[src/rtl/wb_rr_arbiter.sv]
// wb_rr_arbiter: round-robin Wishbone arbiter, N controllers onto one peripheral bus (optional ack timeout: WB_RR_ARBITER_TIMEOUT_EN)
module wb_rr_arbiter #(
    parameter int N       = 2,
    parameter int AW      = 4,
    parameter int DW      = 8,
    parameter int TIMEOUT = 255
) (
    input  logic            clk,
    input  logic            rst,
    input  logic [N-1:0]    m_stb,
    input  logic [N-1:0]    m_we,
    input  logic [N*AW-1:0] m_adr,
    input  logic [N*DW-1:0] m_dat_c,
    output logic [DW-1:0]   m_dat_p,
    output logic [N-1:0]    m_ack,
    output logic            s_stb,
    output logic            s_we,
    output logic [AW-1:0]   s_adr,
    output logic [DW-1:0]   s_dat_c,
    input  logic [DW-1:0]   s_dat_p,
    input  logic            s_ack,
    output logic            timeout_err
);
    localparam int IW = $clog2(N);

    typedef enum logic [1:0] {IDLE, BUSY, DONE} state_t;

    state_t        state, state_nx;
    logic [IW-1:0] grant, last, pick, idx;
    logic          found, finish, expire;

    // first requester scanning upward from the one after the last winner
    always_comb begin
        pick  = '0;
        found = 1'b0;
        idx   = '0;
        for (int k = 1; k <= N; k++) begin
            idx = IW'((int'(last) + k) % N);
            if (!found && m_stb[idx]) begin
                found = 1'b1;
                pick  = idx;
            end
        end
    end

`ifdef WB_RR_ARBITER_TIMEOUT_EN
    logic [15:0] cnt;

    // abort when the peripheral has not acked for TIMEOUT busy cycles; a same-edge ack wins
    always_comb expire = state == BUSY && !s_ack && cnt == 16'(TIMEOUT - 1);

    // wait counter and one-cycle error pulse
    always_ff @(posedge clk) begin
        if (rst) begin
            cnt         <= '0;
            timeout_err <= 1'b0;
        end else begin
            cnt         <= (state == BUSY && !s_ack) ? cnt + 16'd1 : '0;
            timeout_err <= expire;
        end
    end
`else
    logic unused_timeout;

    assign unused_timeout = ^TIMEOUT;
    assign timeout_err    = 1'b0;

    // without the timeout a busy transaction waits for its ack forever
    always_comb expire = 1'b0;
`endif

    // next state; DONE always returns to IDLE so stale strobes are never seen
    always_comb begin
        finish   = state == BUSY && (s_ack || expire);
        state_nx = state == IDLE ? (found ? BUSY : IDLE) :
                   state == BUSY ? (finish ? DONE : BUSY) : IDLE;
    end

    // state register
    always_ff @(posedge clk) begin
        if (rst) state <= IDLE;
        else     state <= state_nx;
    end

    // grant capture, registered peripheral side and one-hot ack pulse
    always_ff @(posedge clk) begin
        if (rst) begin
            grant   <= '0;
            last    <= IW'(N - 1);
            s_stb   <= 1'b0;
            s_we    <= 1'b0;
            s_adr   <= '0;
            s_dat_c <= '0;
            m_ack   <= '0;
            m_dat_p <= '0;
        end else begin
            m_ack <= '0;
            if (state == IDLE && found) begin
                grant   <= pick;
                s_stb   <= 1'b1;
                s_we    <= m_we[pick];
                s_adr   <= m_adr[pick*AW +: AW];
                s_dat_c <= m_dat_c[pick*DW +: DW];
            end
            if (finish) begin
                s_stb   <= 1'b0;
                m_ack   <= N'(1) << grant;
                m_dat_p <= expire ? '1 : s_dat_p;
                last    <= grant;
            end
        end
    end
endmodule

[config.mk]
export PLATFORM = sky130hd
export DESIGN_NAME = wb_rr_arbiter
export DESIGN_NICKNAME = d
export VERILOG_FILES = /design/src/rtl/wb_rr_arbiter.sv
export SDC_FILE = /design/constraint.sdc
export NUM_CORES = 1
export LEC_CHECK = 0
export CAP_MARGIN = 10
export CORE_MARGIN = 3
export CORE_UTILIZATION = 35
export CTS_CLUSTER_DIAMETER = 80
export CTS_CLUSTER_SIZE = 12
export DETAILED_ROUTE_END_ITERATION = 8
export GPL_TIMING_DRIVEN = 0
export PLACE_DENSITY = 0.79
export RECOVER_POWER = 50
export SLEW_MARGIN = 20
export SYNTH_ARGS = -nofsm -noshare
export SYNTH_HDL_FRONTEND = slang
export SYNTH_SLANG_ARGS = --single-unit
export TNS_END_PERCENT = 50
[constraint.sdc]
create_clock -name clk -period 1.8 [get_ports clk]
set_clock_uncertainty 0.05 [all_clocks]
set_input_delay 0.18 -clock clk [delete_from_list [all_inputs] [get_ports clk]]
set_output_delay 0.18 -clock clk [all_outputs]
set_load 0.01 [all_outputs]
==> out/results.tsv, run 1 <==
metric	value	unit
fin util	0.602	
Starting Density	0.372	
placer's final routability congestion estimate	0.762	
most frequent cells in the layout	clkdlybuf4s50_1 (52), dfxtp_1 (28), nand2_1 (27)	
Via density	4.98	
LEAKAGE	0.000718	uW
outcome	completed	
GRT Util Overall	0.161	
Post-CTS Hold Buffers	0	
fin nets	225	
die area	4020	sq um
H-tree Lvls	1	
most area-hungry cell type in the Yosys netlist	dfxtp_1	
worst skew pair latency	320	ps
routed via count	1140	
kind of critical path	input port to flop	
Critical Path RT	1990	ps
#FFs+latches synth	28	
share of layout cells above drive strength 1	0.114	
setup total negative slack	0	ps
final setup fails	0	
# IOs	64	
clk sinks	28	
post-CTS sizing	0	
syn nets	159	
sequential area share after synthesis	0.486	
arrival time of the worst setup path	1770	ps
Max Clock Freq	0.634	GHz
IO buf count	61	
Area Overhead vs Synth	61.9	%
die width	63.4	microns
Setup WS post-layout	223	ps
Slew @ Worst Pin	580	ps
GRT overflow	0	
# diodes	0	
vias in the first global route	1132	
PD cells	803	nW/um^2
routed length on met1	1360	microns
# fillers	302	
Max-cap violations	0	
Rel. slew slack	0.613	
Netlist cell types	25	
Post-synth ARST share	0	
Max FO, Critical Path	10	
antenna-violating nets left	0	
clock slew at reported path FFs	150	ps
Final min period	1580	ps
CTS tree	yes	
met2 wire len	1560	microns
DP Worst Slack	-133	ps
TritonCTS buffer count	3	
first-pass GRT wire length	5220	microns
Final period util	0.876	
dpl hpwl	2580	microns
met3 WL	299	microns
Avg Cell Area, Syn	9.61	sq um
Syn Inst Count	120	
first drt pass iteration count	4	
DR iter-0 viols	50	
min-delay worst type	input port to flop	
Rows	20	
unrepaired setup endpoints after global routing	no	
largest net degree at the start of global routing	17	
number of remaining DRC errors	0	
register area	561	sq um
Final Hold Fails	0	
WL final	3250	microns
CP startpoint kind	input port	
root buf cell	clkbuf_4	
Top FF cell, synth	dfxtp_1	
clk buf depth	2	
Pins Over Slew Limit	0	
Core ar.	3100	sq um
top cell type's share of synthesized area	0.486	
antenna violations before repair	0	
Yosys Warn Count	0	
die height	63.4	microns
DR WL/cell	14.2	microns
Post-synth EDFFs	0	
uppermost layer routed	met4	
VDD IR max	0.414	mV
multi-input logic area	519	sq um
most common cell after layout, fill and taps aside	clkdlybuf4s50_1	
Synth area leaders	dfxtp_1 (49%), a311oi_2 (12%), nand2_1 (8.8%), a21oi_1 (6.9%), a22o_1 (6.1%)	
Mapped Area	1150	sq um
postcts setup bufs	0	
CP Capture Type	flop	
[final timing paths]
| check | start | endpoint | slack, ps | depth (start not counted) |
|---|---|---|---|---|
| setup / recovery | m_stb[1] | s_adr[3] | 220 | 5 |
| hold / removal | rst | s_adr[2] | 120 | 2 |
| setup reg to reg | last | s_adr[3] | 230 | 4 |
| hold reg to reg | grant | m_ack[0] | 420 | 1 |
[flip-flops by register name (all words and copies together) (netlist names)]
register and flops:
last 1, s_adr 4, s_stb 1, state 2, grant 1, m_ack 2, s_dat_c 8, s_we 1
m_dat_p 8
[worst max-delay path, cell delays in order]
cell	delay, ps
clkdlybuf4s50_1	480
a21boi_2	280
clkbuf_1	420
nand2_1	130
a311oi_2	280
[power breakdown]
part,internal (uW),total [uW],switching [uW],leakage [uW]
Clock,225,407,182,0.0000279
Combinational,220,390,171,0.000459
Sequential,673,702,28.9,0.000231
Total,1120,1500,381,0.000718
[logic make-up after synthesis]
| kind of cell | after synthesis | synth area share |
|---|---|---|
| buf+inv | 13 | 0.0618 |
| compound gates | 41 | 0.309 |
| other cells | 1 | 0.00325 |
| simple gates | 37 | 0.140 |
| flops | 28 | 0.486 |
[layout make-up]
| cell class | count | area share |
|---|---|---|
| repair buffers | 61 | 0.327 |
| flip-flops and latches | 28 | 0.300 |
| multi-input cells | 79 | 0.278 |
| plain buffers | 11 | 0.0335 |
| well taps | 44 | 0.0295 |
| clock inverters | 1 | 0.0161 |
| clock buffers | 3 | 0.0121 |
| inverters | 2 | 0.00402 |
[metrics by stage]
stage	cell area, sq um	hold slack [ps]	cells	power [uW]
floorplan	1150	256	120	903
global placement	1820	381	225	1100
detailed placement	1820	405	225	1120
CTS	1870	106	229	1520
global route	1870	129	229	1560
finish	1870	117	229	1500
[cells in the mapped netlist (2+ instances only)]
| cell | n |
|---|---|
| a21oi_1 | 16 |
| a22o_1 | 8 |
| a311oi_1 | 4 |
| a311oi_2 | 9 |
| buf_2 | 3 |
| buf_6 | 2 |
| clkbuf_1 | 4 |
| dfxtp_1 | 28 |
| inv_1 | 2 |
| nand2_1 | 27 |
| nor2_1 | 2 |
| nor3_1 | 2 |
[metal layers]
layer / track usage / vias to the layer above
li1: - / 559
met4: 0.0323 / 0
met3: 0.0588 / 2
met1: 0.194 / 528
met2: 0.272 / 51
met5: 0 / -
Note: power is estimated with default switching activity, not from simulation.
==> run 2, diff against run 1 <==
--- a/config.mk
+++ b/config.mk
@@ -12,6 +12,7 @@
 export CTS_CLUSTER_SIZE = 12
 export DETAILED_ROUTE_END_ITERATION = 8
 export GPL_TIMING_DRIVEN = 0
+export MAX_ROUTING_LAYER = met4
 export PLACE_DENSITY = 0.79
 export RECOVER_POWER = 50
 export SLEW_MARGIN = 20
==> out/results.tsv, run 2 (synthesis results as in run 1) <==
metric	value	unit	change
dpl hpwl	2580	microns	unchanged
Layout Cells excl Fill	229		unchanged
VDD IR max	0.413	mV	was 0.414 mV
total chip power	1500	uW	about the same
IO buf count	61		unchanged
Slew @ Worst Pin	584	ps	was 580 ps
GRT Util Overall	0.165		was 0.161
worst skew pair latency	320	ps	about the same
max incr delay on CP	490	ps	was 480 ps
placer's final routability congestion estimate	0.772		was 0.762
Final period util	0.877		was 0.876
CP startpoint kind	input port		unchanged
largest net degree at the start of global routing	17		unchanged
clock slew at reported path FFs	150	ps	about the same
final setup fails	0		unchanged
unrepaired setup endpoints after global routing	no		unchanged
die height	63.4	microns	unchanged
arrival time of the worst setup path	1770	ps	about the same
post-CTS sizing	0		unchanged
met1 usage	0.196		was 0.194
Via density	4.98		about the same
Core ar.	3100	sq um	unchanged
Max-cap violations	0		unchanged
Post-CTS Hold Buffers	0		unchanged
Pins Over Slew Limit	0		unchanged
kind of critical path	input port to flop		unchanged
CP Cell Sequence	clkdlybuf4s50_1 > a21boi_2 > clkbuf_1 > nand2_1 > a311oi_2		unchanged
GRT overflow	0		unchanged
antenna violations before repair	0		unchanged
first drt pass iteration count	4		unchanged
clk buf depth	2		unchanged
PD cells	802	nW/um^2	was 803 nW/um^2
postcts setup bufs	0		unchanged
clk sinks	28		unchanged
share of layout cells above drive strength 1	0.114		unchanged
CP max-delay cell	clkdlybuf4s50_1		unchanged
CTS tree	yes		unchanged
min-delay worst type	input port to flop		unchanged
Final min period	1580	ps	about the same
TritonCTS buffer count	3		unchanged
H-tree Lvls	1		unchanged
WL final	3250	microns	about the same
fin nets	225		unchanged
Top Usage Layer GRT	met2		unchanged
CP Capture Type	flop		unchanged
Max FO, Critical Path	10		unchanged
biggest regs	m_dat_p (8), s_dat_c (8), s_adr (4)		unchanged
# IOs	64		unchanged
first-pass GRT wire length	5220	microns	unchanged
# diodes	0		unchanged
Starting Density	0.372		unchanged
DR iter-0 viols	53		was 50
Rows	20		unchanged
routed via count	1141		was 1140
Final Hold Fails	0		unchanged
DR WL/cell	14.2	microns	about the same
GR Layer Usage met3	0.0570		was 0.0588
met2 Use GR	0.271		was 0.272
root buf cell	clkbuf_4		unchanged
most common cell after layout, fill and taps aside	clkdlybuf4s50_1		unchanged
most frequent cells in the layout	clkdlybuf4s50_1 (52), dfxtp_1 (28), nand2_1 (27)		unchanged
number of remaining DRC errors	0		unchanged
die area	4020	sq um	unchanged
antenna-violating nets left	0		unchanged
outcome	completed		unchanged
Critical Path RT	1990	ps	about the same
Max Clock Freq	0.633	GHz	was 0.634 GHz
vias in the first global route	1130		was 1132
LEAKAGE	0.000718	uW	unchanged
Area Overhead vs Synth	61.9	%	unchanged
die width	63.4	microns	unchanged
Post-Place Cells	225		unchanged
Rel. slew slack	0.610		was 0.613
[run 2: cell counts in the layout (fill, tap and decap cells not counted)]
Identical to the previous run, type by type.
[run 2: path summary, 6_finish.rpt]
check                              start       end  slack, ps  depth (start not counted)
worst max-delay path            m_stb[1]  s_adr[3]        220                          5
worst min-delay path                 rst  s_adr[2]        120                          2
worst max register to register      last  s_adr[3]        240                          4
worst min register to register     grant  m_ack[0]        420                          1
[run 2: critical path, delay by kind of cell]
family / cells / cell delay [ps]
buffers and inverters: 2 / 900
AOI/OAI and AO/OA: 2 / 560
and+or+nand+nor: 1 / 130
[run 2: power breakdown]
part / internal, uW / switching (uW)
clock: 225 / 181
combinational: 220 / 171
sequential: 673 / 28.9
[run 2: metal layers]
metal / routed length [microns] / vias up
met5: 0 / -
li1: - / 557
met4: 45 / 0
met1: 1370 / 523
met3: 316 / 6
met2: 1520 / 55
[run 2: layout make-up]
type	count	area [sq um]
Buffer	11	62.6
Multi-Input combinational cell	79	519
Timing Repair Buffer	61	611
Clock inverter	1	30.0
Fill cell	302	1230
Tap cell	44	55.1
Sequential cell	28	561
Clock buffer	3	22.5
Inverter	2	7.51
[run 2: metrics by stage]
| stage | hold slack [ps] | area, sq um | utilization | setup slack [ps] | setup TNS [ps] |
|---|---|---|---|---|---|
| 2_1_floorplan | 256 | 1150 | - | 518 | 0 |
| 3_3_place_gp | 381 | 1820 | 0.586 | -23.7 | -141 |
| 3_5_place_dp | 405 | 1820 | 0.586 | -133 | -1040 |
| 4_1_cts | 106 | 1870 | 0.603 | 215 | 0 |
| 5_1_grt | 129 | 1870 | 0.602 | 103 | 0 |
| 6_report | 116 | 1870 | 0.602 | 221 | 0 |
